### src/rtl/multicycle_controller.sv
// Moore FSM control unit for a multicycle ARM datapath (LDR/STR, DP, B, BL).
// In: clk, reset_n, Cond, Op, Funct, Rd, ALUFlags. Out: datapath enables/muxes, bl, illegal, state_o.
module multicycle_controller #(
    parameter bit ENABLE_BL  = 1'b1,
    parameter bit NEVER_COND = 1'b1
) (
    input  logic       clk,
    input  logic       reset_n,
    input  logic [3:0] Cond,
    input  logic [1:0] Op,
    input  logic [5:0] Funct,
    input  logic [3:0] Rd,
    input  logic [3:0] ALUFlags,
    output logic       PCWrite,
    output logic       MemWrite,
    output logic       RegWrite,
    output logic       IRWrite,
    output logic       AdrSrc,
    output logic [1:0] RegSrc,
    output logic       ALUSrcA,
    output logic [1:0] ALUSrcB,
    output logic [1:0] ResultSrc,
    output logic [1:0] ImmSrc,
    output logic [2:0] ALUControl,
    output logic       bl,
    output logic       illegal,
    output logic [3:0] state_o
);

    localparam logic [3:0] S_FETCH  = 4'd0;
    localparam logic [3:0] S_DECODE = 4'd1;
    localparam logic [3:0] S_MEMADR = 4'd2;
    localparam logic [3:0] S_MEMRD  = 4'd3;
    localparam logic [3:0] S_MEMWB  = 4'd4;
    localparam logic [3:0] S_MEMWR  = 4'd5;
    localparam logic [3:0] S_EXECR  = 4'd6;
    localparam logic [3:0] S_EXECI  = 4'd7;
    localparam logic [3:0] S_ALUWB  = 4'd8;
    localparam logic [3:0] S_BRANCH = 4'd9;
    localparam logic [3:0] S_LINK   = 4'd10;

    logic [3:0] state, state_n;
    logic [3:0] flags;
    logic       cond_q;
    logic       cond_ok;
    logic [3:0] cmd;
    logic       dp_ok;
    logic       arith;
    logic [2:0] alu_dec;
    logic       flag_we;
    logic       wb_pc, wb_reg;
    logic       pc_w, mem_w, reg_w, ir_w, bl_r, ill_r;

    function automatic logic cond_eval(input logic [3:0] c, input logic [3:0] f);
        logic n, z, cy, v;
        {n, z, cy, v} = f;
        case (c)
            4'h0:    cond_eval = z;
            4'h1:    cond_eval = !z;
            4'h2:    cond_eval = cy;
            4'h3:    cond_eval = !cy;
            4'h4:    cond_eval = n;
            4'h5:    cond_eval = !n;
            4'h6:    cond_eval = v;
            4'h7:    cond_eval = !v;
            4'h8:    cond_eval = cy && !z;
            4'h9:    cond_eval = !cy || z;
            4'hA:    cond_eval = (n == v);
            4'hB:    cond_eval = (n != v);
            4'hC:    cond_eval = !z && (n == v);
            4'hD:    cond_eval = z || (n != v);
            4'hE:    cond_eval = 1'b1;
            default: cond_eval = !NEVER_COND;
        endcase
    endfunction

    assign cond_ok = cond_eval(Cond, flags);
    assign cmd     = Funct[4:1];

    always_comb begin
        dp_ok   = 1'b1;
        alu_dec = 3'b000;
        case (cmd)
            4'b0100: alu_dec = 3'b000;
            4'b0010: alu_dec = 3'b001;
            4'b0000: alu_dec = 3'b010;
            4'b1100: alu_dec = 3'b011;
            4'b1101: alu_dec = 3'b101;
            default: dp_ok   = 1'b0;
        endcase
    end

    assign arith   = (cmd == 4'b0100) || (cmd == 4'b0010);
    assign flag_we = cond_q && Funct[0] &&
                     ((state == S_EXECR) || (state == S_EXECI));

    // A writeback to R15 is a jump: steer it to the PC instead of the file.
    assign wb_pc  = cond_q && (Rd == 4'hF);
    assign wb_reg = cond_q && (Rd != 4'hF);

    always_ff @(posedge clk or negedge reset_n) begin
        if (!reset_n) begin
            state  <= S_FETCH;
            flags  <= 4'b0000;
            cond_q <= 1'b0;
        end else begin
            state <= state_n;
            if (state == S_DECODE)
                cond_q <= cond_ok;
            if (flag_we) begin
                flags[3:2] <= ALUFlags[3:2];
                if (arith)
                    flags[1:0] <= ALUFlags[1:0];
            end
        end
    end

    always_comb begin
        state_n    = S_FETCH;
        pc_w       = 1'b0;
        mem_w      = 1'b0;
        reg_w      = 1'b0;
        ir_w       = 1'b0;
        bl_r       = 1'b0;
        ill_r      = 1'b0;
        AdrSrc     = 1'b0;
        RegSrc     = {(Op == 2'b01) && !Funct[0], 1'b0};
        ALUSrcA    = 1'b0;
        ALUSrcB    = 2'd0;
        ResultSrc  = 2'd0;
        ALUControl = 3'b000;
        unique case (state)
            S_FETCH: begin
                ir_w      = 1'b1;
                pc_w      = 1'b1;
                ALUSrcA   = 1'b1;
                ALUSrcB   = 2'd2;
                ResultSrc = 2'd2;
                state_n   = S_DECODE;
            end
            S_DECODE: begin
                ALUSrcA   = 1'b1;
                ALUSrcB   = 2'd2;
                ResultSrc = 2'd2;
                unique case (Op)
                    2'b00: begin
                        if (!dp_ok)
                            ill_r = 1'b1;
                        else
                            state_n = Funct[5] ? S_EXECI : S_EXECR;
                    end
                    2'b01: state_n = S_MEMADR;
                    2'b10: state_n = (Funct[4] && ENABLE_BL) ? S_LINK : S_BRANCH;
                    default: ill_r = 1'b1;
                endcase
            end
            S_MEMADR: begin
                ALUSrcB = 2'd1;
                state_n = Funct[0] ? S_MEMRD : S_MEMWR;
            end
            S_MEMRD: begin
                AdrSrc  = 1'b1;
                state_n = S_MEMWB;
            end
            S_MEMWB: begin
                ResultSrc = 2'd1;
                reg_w     = wb_reg;
                pc_w      = wb_pc;
            end
            S_MEMWR: begin
                AdrSrc = 1'b1;
                mem_w  = cond_q;
            end
            S_EXECR: begin
                ALUControl = alu_dec;
                state_n    = S_ALUWB;
            end
            S_EXECI: begin
                ALUSrcB    = 2'd1;
                ALUControl = alu_dec;
                state_n    = S_ALUWB;
            end
            S_ALUWB: begin
                ALUControl = alu_dec;
                reg_w      = wb_reg;
                pc_w       = wb_pc;
            end
            S_LINK: begin
                ALUSrcA   = 1'b1;
                ALUSrcB   = 2'd3;
                ResultSrc = 2'd2;
                bl_r      = 1'b1;
                reg_w     = cond_q;
                state_n   = S_BRANCH;
            end
            S_BRANCH: begin
                ALUSrcB   = 2'd1;
                ResultSrc = 2'd2;
                RegSrc[0] = 1'b1;
                pc_w      = cond_q;
            end
            default: state_n = S_FETCH;
        endcase
    end

    // Enables are squashed while reset is held so nothing writes during abort.
    assign PCWrite  = pc_w  && reset_n;
    assign MemWrite = mem_w && reset_n;
    assign RegWrite = reg_w && reset_n;
    assign IRWrite  = ir_w  && reset_n;
    assign bl       = bl_r  && reset_n;
    assign illegal  = ill_r && reset_n;
    assign ImmSrc   = Op;
    assign state_o  = state;

endmodule

### config.mk
export PLATFORM = sky130hd
export DESIGN_NAME = multicycle_controller
export DESIGN_NICKNAME = d
export VERILOG_FILES = /design/src/rtl/multicycle_controller.sv
export SDC_FILE = /design/constraint.sdc
export NUM_CORES = 1
export LEC_CHECK = 0
export BUFFER_PORTS_ARGS = -buffer_cell sky130_fd_sc_hd__buf_2
export CAP_MARGIN = 10
export CORE_MARGIN = 1.5
export CORE_UTILIZATION = 47
export DETAILED_ROUTE_END_ITERATION = 10
export PLACE_DENSITY_LB_ADDON = 0.2
export SYNTH_ARGS = -nofsm -noshare
export SYNTH_HDL_FRONTEND = slang
export SYNTH_SLANG_ARGS = --single-unit
export TNS_END_PERCENT = 20
### constraint.sdc
create_clock -name clk -period 1.86 [get_ports clk]
set_clock_uncertainty 0.05 [all_clocks]
set_input_delay 0 -clock clk [delete_from_list [all_inputs] [get_ports clk]]
set_output_delay 0 -clock clk [all_outputs]
set_load 0.02 [all_outputs]
==> results of run 1 <==
## final timing paths
kind,cells past startpoint,endpoint,startpoint
setup reg to reg,4,flags[1],state_o[3]
max in group asynchronous,2,state_o[0],reset_n
setup / recovery,5,illegal,state_o[1]
hold / removal,3,cond_q,Cond[1]
hold reg to reg,1,flags[0],flags[0]
min in group asynchronous,2,flags[3],reset_n
## final cells by class
type,instances,share of cell area
Tap cell,27,0.0250
Clock buffer,4,0.0194
Sequential cell,9,0.167
Timing Repair Buffer,55,0.237
Inverter,7,0.0194
Multi-Input combinational cell,96,0.532
## synthesized netlist by cell type, types with 4 or more instances
master | number | share of area
a211oi_1 | 4 | 0.030
buf_2 | 4 | 0.020
dfrtp_1 | 9 | 0.22
ha_1 | 4 | 0.050
inv_1 | 7 | 0.026
mux2_2 | 4 | 0.045
nand2_1 | 4 | 0.015
nand2b_1 | 9 | 0.056
nor2_1 | 6 | 0.022
nor2b_1 | 5 | 0.031
nor3_1 | 5 | 0.025
o21ai_0 | 10 | 0.050
xnor2_1 | 5 | 0.044
## cells in the final DEF (no fill, tap or decap), drive strengths merged, types with 2 or more instances in the layout
| master | netlist | layout |
|---|---|---|
| nor2b | 5 | 5 |
| a21oi | 2 | 2 |
| dfrtp | 9 | 9 |
| xnor2 | 5 | 5 |
| or3 | 2 | 2 |
| clkbuf | 3 | 4 |
| and3 | 4 | 4 |
| o32ai | 2 | 2 |
| dlygate4sd3 | 0 | 6 |
| a211oi | 4 | 4 |
| mux2 | 4 | 4 |
| buf | 7 | 49 |
| nor3b | 2 | 2 |
| nand2b | 9 | 9 |
| ha | 4 | 4 |
| mux2i | 3 | 3 |
| nand2 | 4 | 4 |
| nor4b | 2 | 2 |
| inv | 7 | 7 |
| o21ai | 10 | 10 |
| nor2 | 6 | 6 |
| nor3 | 5 | 5 |
| nand4 | 3 | 3 |
## worst reg2reg max path: cells and delay by family (launching register included)
kind | cells | cell delay (ps)
flops | 1 | 380
simple gates | 3 | 680
mux | 1 | 360
## flip-flops by register name, summed over array words and instances, names as in the netlist
signal / cells
flags: 4
state_o: 4
cond_q: 1
## metal layers
| metal | share of wire | vias to the layer above | wire, um |
|---|---|---|---|
| met5 | 0 | - | 0 |
| li1 | - | 543 | - |
| met3 | 0.042 | 2 | 108 |
| met4 | 0.0031 | 0 | 8 |
| met2 | 0.48 | 31 | 1240 |
| met1 | 0.47 | 508 | 1200 |
## what timing repair did
item	in CTS	in global routing
setup buffers	0	0
hold buffers	6	0
endpoints found under the hold margin	14	0
setup endpoints to repair	0	2
resized for setup	0	5
## power by group through the flow
stage / registers, uW / clock network, uW / logic, uW
global route: 361 / 164 / 1210
detailed placement: 337 / 0 / 1070
global placement: 333 / 0 / 1050
floorplan: 347 / 0 / 720
CTS: 333 / 157 / 1080
finish: 341 / 156 / 1120
## logic make-up after synthesis
logic type                 count (synthesis)
buffers and inverters                     17
AOI/OAI and AO/OA                         29
muxes                                      7
adders and majority gates                  4
and+or+nand+nor                           50
DFF                                        9
xor gates and xnor gates                   6
## through the flow
step,power (uW),utilization,setup slack (ps)
2_1_floorplan,1070,-,66.1
3_3_place_gp,1380,0.629,323
3_5_place_dp,1400,0.629,280
4_1_cts,1570,0.673,10.7
5_1_grt,1740,0.682,3.76
6_report,1620,0.682,88.8
==> key figures, run 1 <==
Power
  • Clk pwr share: 0.096
  • Net Sw Power: between 800 and 900 uW
  • Max VDD drop: 0.636 mV
  • Cell Pwr Density: 1200 mW/mm^2
  • Switch share: 0.495
  • Flop pwr share: 0.210
  • Gate power share: 0.693
  • Internal power: just over 800 uW
  • Static leakage: roughly 0.00065 uW

Final layout
  • Fraction of layout cells with a size suffix above 1: 0.386
  • Inserted Diodes: 0
  • Design Area, Final: 0.00135 sq mm
  • Synthesis-to-layout area growth: 34.6%
  • Filler instances: 172
  • Area of the multi-input gates: 719 sq um
  • Fin cells: between 150 and 200
  • Number of nets in the layout: 198
  • Reg area: 226 sq um

Synth
  • Syn Nets: between 100 and 150
  • Post-synth ARST share: 1.00
  • Synth cell types: 45
  • Avg Inst Size Synth: 8.24 sq um
  • Synth warnings: 0
  • Synth Area in Compound Gates: 0.197
  • Post-Synth Adder-Cell Area: 0.0498
  • Yosys reg bits: 9
  • Synth Area in Simple Gates: 0.323
  • Synth Flop Type: dfrtp_1
  • Mux contribution to synthesized area: 0.0747
  • EDFF count, synth: 0
  • Cell Area, Synth: 0.00100 sq mm
  • Largest family of logic cells by synthesized area: simple AND/OR/NAND/NOR gates
  • XOR/XNOR share of the synthesized area: 0.0523
  • Register area share after synthesis: 0.224
  • Gate Count Post-Synth: 122

STA
  • Fin. max-slew vios: 0
  • Final hold viol count: 0
  • Fin crit share: 0.952
  • Period minus WS final: 1770 ps
  • Max frequency: around 560 MHz
  • Least-Margin Pin Slew: 318 ps
  • Hold_ws: 27.8 ps
  • Final number of setup-violating endpoints: 0
  • Relative slew slack: 0.785
  • RSZ-0062 raised after global routing: false
  • Setup_tns: 0 ps

GRT
  • GR met1 Demand/Resource: 0.310
  • Initial antenna violation count: 0
  • Grt ovf: 0
  • Total GRT Usage: 0.221
  • Most Used Layer, Global Route: met2
  • First-pass GRT wire length: 4.29 mm
  • Vias in the first global route: 935
  • Grt met3 use: 0.0153
  • Pin count of the biggest net entering global routing: 15
  • Met2 usage: 0.360

Worst setup path
  • CP Cell Sequence: buf_4, nand2b_4, or3_4, a2111oi_2, buf_4
  • CP startpoint kind: flip-flop
  • CP Buf/Inv Count: 2
  • CP max-delay cell: dfrtp_1
  • Critical Path End Type: primary output
  • FF-to-FF setup slack: 290 ps
  • Data arrival, critical path: 1720 ps
  • Worst Path Required: 1810 ps
  • CP max stage delay: 390 ps
  • Worst path top cell family by delay: simple AND/OR/NAND/NOR gates
  • Crit path top cell by count: buf_4
  • Critical-path maximum fanout: 10
  • CP Class: reg -> out

Drt
  • Total routed wirelength: 2.56 mm
  • ANT nets after route: 0
  • Starting DRT DRC Count: 21
  • Vias per cell: 5.47
  • DR WL/cell: roughly 13 um
  • 1st-pass router iterations: 4
  • Via Count: roughly 1.1k
  • Remaining DRCs: 0

Floorplan
  • DIE WIDTH: 49.2 um
  • Row cnt: 16
  • Die height: between 40 and 50 um
  • Total Die Area: 0.00242 sq mm
  • Boundary Pins: 45
  • CORE AREA: 0.00198 sq mm
  • Starting Density: 0.507

CTS
  • Clk_lat worst skew: around 260 ps
  • TritonCTS Buffers: 3
  • Clk sinks: 9
  • Bufs on Longest Clock Path: 2
  • Clock transition at the registers of the reported paths: 70 ps
  • CTS tree: done
  • Clk root buf: clkbuf_4
  • Htree depth: 1

Placement
  • DP Area: 0.00125 sq mm
  • Port Buf Inserts: 44
  • Placed Cells: between 150 and 200
  • Gpl congestion: 0.796
  • Detailed Place HPWL: 1.93 mm

Flow run
  • Max cap viols: 0

Run status
  • Outcome: finished clean

Worst hold path
  • Hold Crit Class: in -> reg
Power figures use the tool's default switching activity.
==> inputs of run 2 (changes only) <==
REMOVE_ABC_BUFFERS = 1   (was unset)
==> run 2 against run 1 <==
Sequential power shrank 4%. Combinational power is essentially flat. Core utilization grew 0.13 points. Critical endpoint is now ALUControl[1]. Highest routed layer unchanged.
==> key figures, run 2 (synthesis gave the netlist of run 1 again) <==
Run status
  • Outcome: finished clean

STA
  • Fin. max-slew vios: 0 (unchanged)
  • Period minus WS final: 1750 ps (-20.4 ps)
  • Final setup margin: 109 ps (+20.4 ps)
  • Final hold viol count: 0 (unchanged)
  • Relative slew slack: 0.772 (-0.0136)
  • RSZ-0062 raised after global routing: true
  • Hold_ws: 26.9 ps (-0.846 ps)
  • Final number of setup-violating endpoints: 0 (unchanged)
  • Fin crit share: 0.941 (-0.0109)
  • Least-Margin Pin Slew: 338 ps (+20.1 ps)
  • Max frequency: 571 MHz (+1.2%)

Final layout
  • Commonest cells after routing, fill and taps aside: 44 x buf_2, 10 x o21ai_0, 8 x nand2b_1, 8 x dfrtp_1
  • Inserted Diodes: 0 (unchanged)
  • Fraction of layout cells with a size suffix above 1: 0.376 (-0.0102)
  • Commonest non-fill, non-tap cell in the layout: buf_2
  • Number of nets in the layout: 200 (+1.0%)
  • Reg area: 226 sq um (unchanged)
  • Area of the multi-input gates: 707 sq um (-1.7%)
  • Synthesis-to-layout area growth: 34.9%
  • Filler instances: 166 (-3.5%)
  • Fin cells: 200 (+1.0%)
  • Fin util: 0.684 (+0.00126)

Floorplan
  • Boundary Pins: 45 (unchanged)
  • CORE AREA: 0.00198 sq mm (unchanged)
  • DIE WIDTH: 49.2 um (unchanged)
  • Total Die Area: 0.00242 sq mm (unchanged)
  • Die height: 49.2 um (unchanged)
  • Row cnt: 16 (unchanged)
  • Starting Density: 0.507 (unchanged)

GRT
  • First-pass GRT wire length: 4.28 mm (-0.16%)
  • Vias in the first global route: 1049 (+12%)
  • Pin count of the biggest net entering global routing: 14 (-1)
  • Initial antenna violation count: 0 (unchanged)
  • Total GRT Usage: 0.219 (-0.00194)
  • Grt ovf: 0 (unchanged)

CTS
  • Clk root buf: clkbuf_4
  • Post-CTS setup buffer count: 0 (unchanged)
  • CTS tree: done
  • Clk sinks: 9 (unchanged)
  • TritonCTS Buffers: 3 (unchanged)
  • Htree depth: 1 (unchanged)
  • Bufs on Longest Clock Path: 2 (unchanged)
  • Clk_lat worst skew: 260 ps (about the same)
  • Clock transition at the registers of the reported paths: 70 ps (about the same)

Power
  • Cell Pwr Density: 1180 mW/mm^2 (-1.8%)
  • Static leakage: 0.000660 uW (+0.78%)
  • Gate power share: 0.701 (+0.008)
  • Clk pwr share: 0.095 (about the same)
  • Flop pwr share: 0.205 (-0.005)
  • Max VDD drop: 0.820 mV (+29%)
  • Switch share: 0.495 (about the same)
  • Tot Pwr: 1590 uW (-1.7%)
  • Internal power: 805 uW (-1.7%)
  • Net Sw Power: 789 uW (-1.7%)

Drt
  • DR WL/cell: 12.5 um (-3.3%)
  • Starting DRT DRC Count: 20 (-4.8%)
  • 1st-pass router iterations: 4 (unchanged)
  • Remaining DRCs: 0 (unchanged)
  • Vias per cell: 5.58 (+1.8%)
  • ANT nets after route: 0 (unchanged)
  • Via Count: 1115 (+2.9%)
  • Total routed wirelength: 2.50 mm (-2.3%)

Placement
  • Gpl congestion: 0.833 (+4.7%)
  • Place WS: 208 ps (-71.8 ps)
  • Port Buf Inserts: 44 (unchanged)
  • Detailed Place HPWL: 1.90 mm (-1.6%)
  • Placed Cells: 189 (+0.53%)

Worst setup path
  • R2R depth: 4 (unchanged)
  • FF-to-FF setup slack: 240 ps (-50 ps)
  • Worst Path Required: 1810 ps (about the same)
  • Data arrival, critical path: 1700 ps (-20 ps)
  • Critical Path End Type: primary output
  • R2r endpoint: flags[0]
  • Critical-path maximum fanout: 11 (+1)
  • CP startpoint kind: flip-flop
  • CP Class: reg -> out
  • Reg-to-reg startpoint: state_o[1]

Worst hold path
  • Hold Path End: cond_q
  • Hold path startpoint: Cond[3]
  • Hold Crit Class: in -> reg
  • Hold depth: 3 (unchanged)

Flow run
  • Max cap viols: 0 (unchanged)
## run 2: metrics by stage
| step | area (sq um) | TNS (ps) |
|---|---|---|
| floorplan | 951 | -161 |
| global placement | 1250 | 0 |
| detailed placement | 1250 | 0 |
| CTS | 1350 | 0 |
| global route | 1360 | -10.5 |
| finish | 1360 | 0 |
## run 2: final cells by class
cell class | instances | area share
timing repair buffer | 57 | 0.247
clock buffer | 4 | 0.0194
multi-input combinational | 96 | 0.522
sequential | 9 | 0.167
tap | 27 | 0.0249
inverter | 7 | 0.0194
## run 2: metal layers
layer  routed length (um)  track usage  vias to the layer above
li1                     -            -                      550
met1                 1140        0.281                      529
met2                 1240        0.367                       34
met3                  113       0.0276                        2
met4                    5       0.0952                        0
met5                    0            0                        -
## run 2: worst max path at each step
stage / from / endpoint / slack, ps / depth (start not counted)
global route: state_o[2] / ALUControl[1] / -10 / 6
CTS: state_o[1] / illegal / 50 / 4
global placement: state_o[1] / flags[1] / 250 / 4
detailed placement: state_o[1] / flags[0] / 210 / 4
floorplan: state_o[1] / illegal / -150 / 3
finish: state_o[2] / ALUControl[1] / 110 / 6
## run 2: what timing repair did
item                                    CTS  global route
hold endpoints to repair                 15             0
hold buffers                              7             0
endpoints found under the setup margin    0             2
gates resized for setup                   0             3
## run 2: critical path, stage by stage, from the launching register on
cell and delay, ps:
dfrtp_1 370, buf_4 170, nand2b_2 240, inv_1 70, a21oi_1 100, nor4_1 270
buf_2 220
## run 2: power groups by stage
stage / Sequential [uW] / Clock, uW / Combinational (uW)
floorplan: 418 / 0 / 591
global placement: 326 / 0 / 1070
detailed placement: 326 / 0 / 1080
CTS: 322 / 157 / 1100
global route: 335 / 166 / 1220
finish: 326 / 151 / 1120
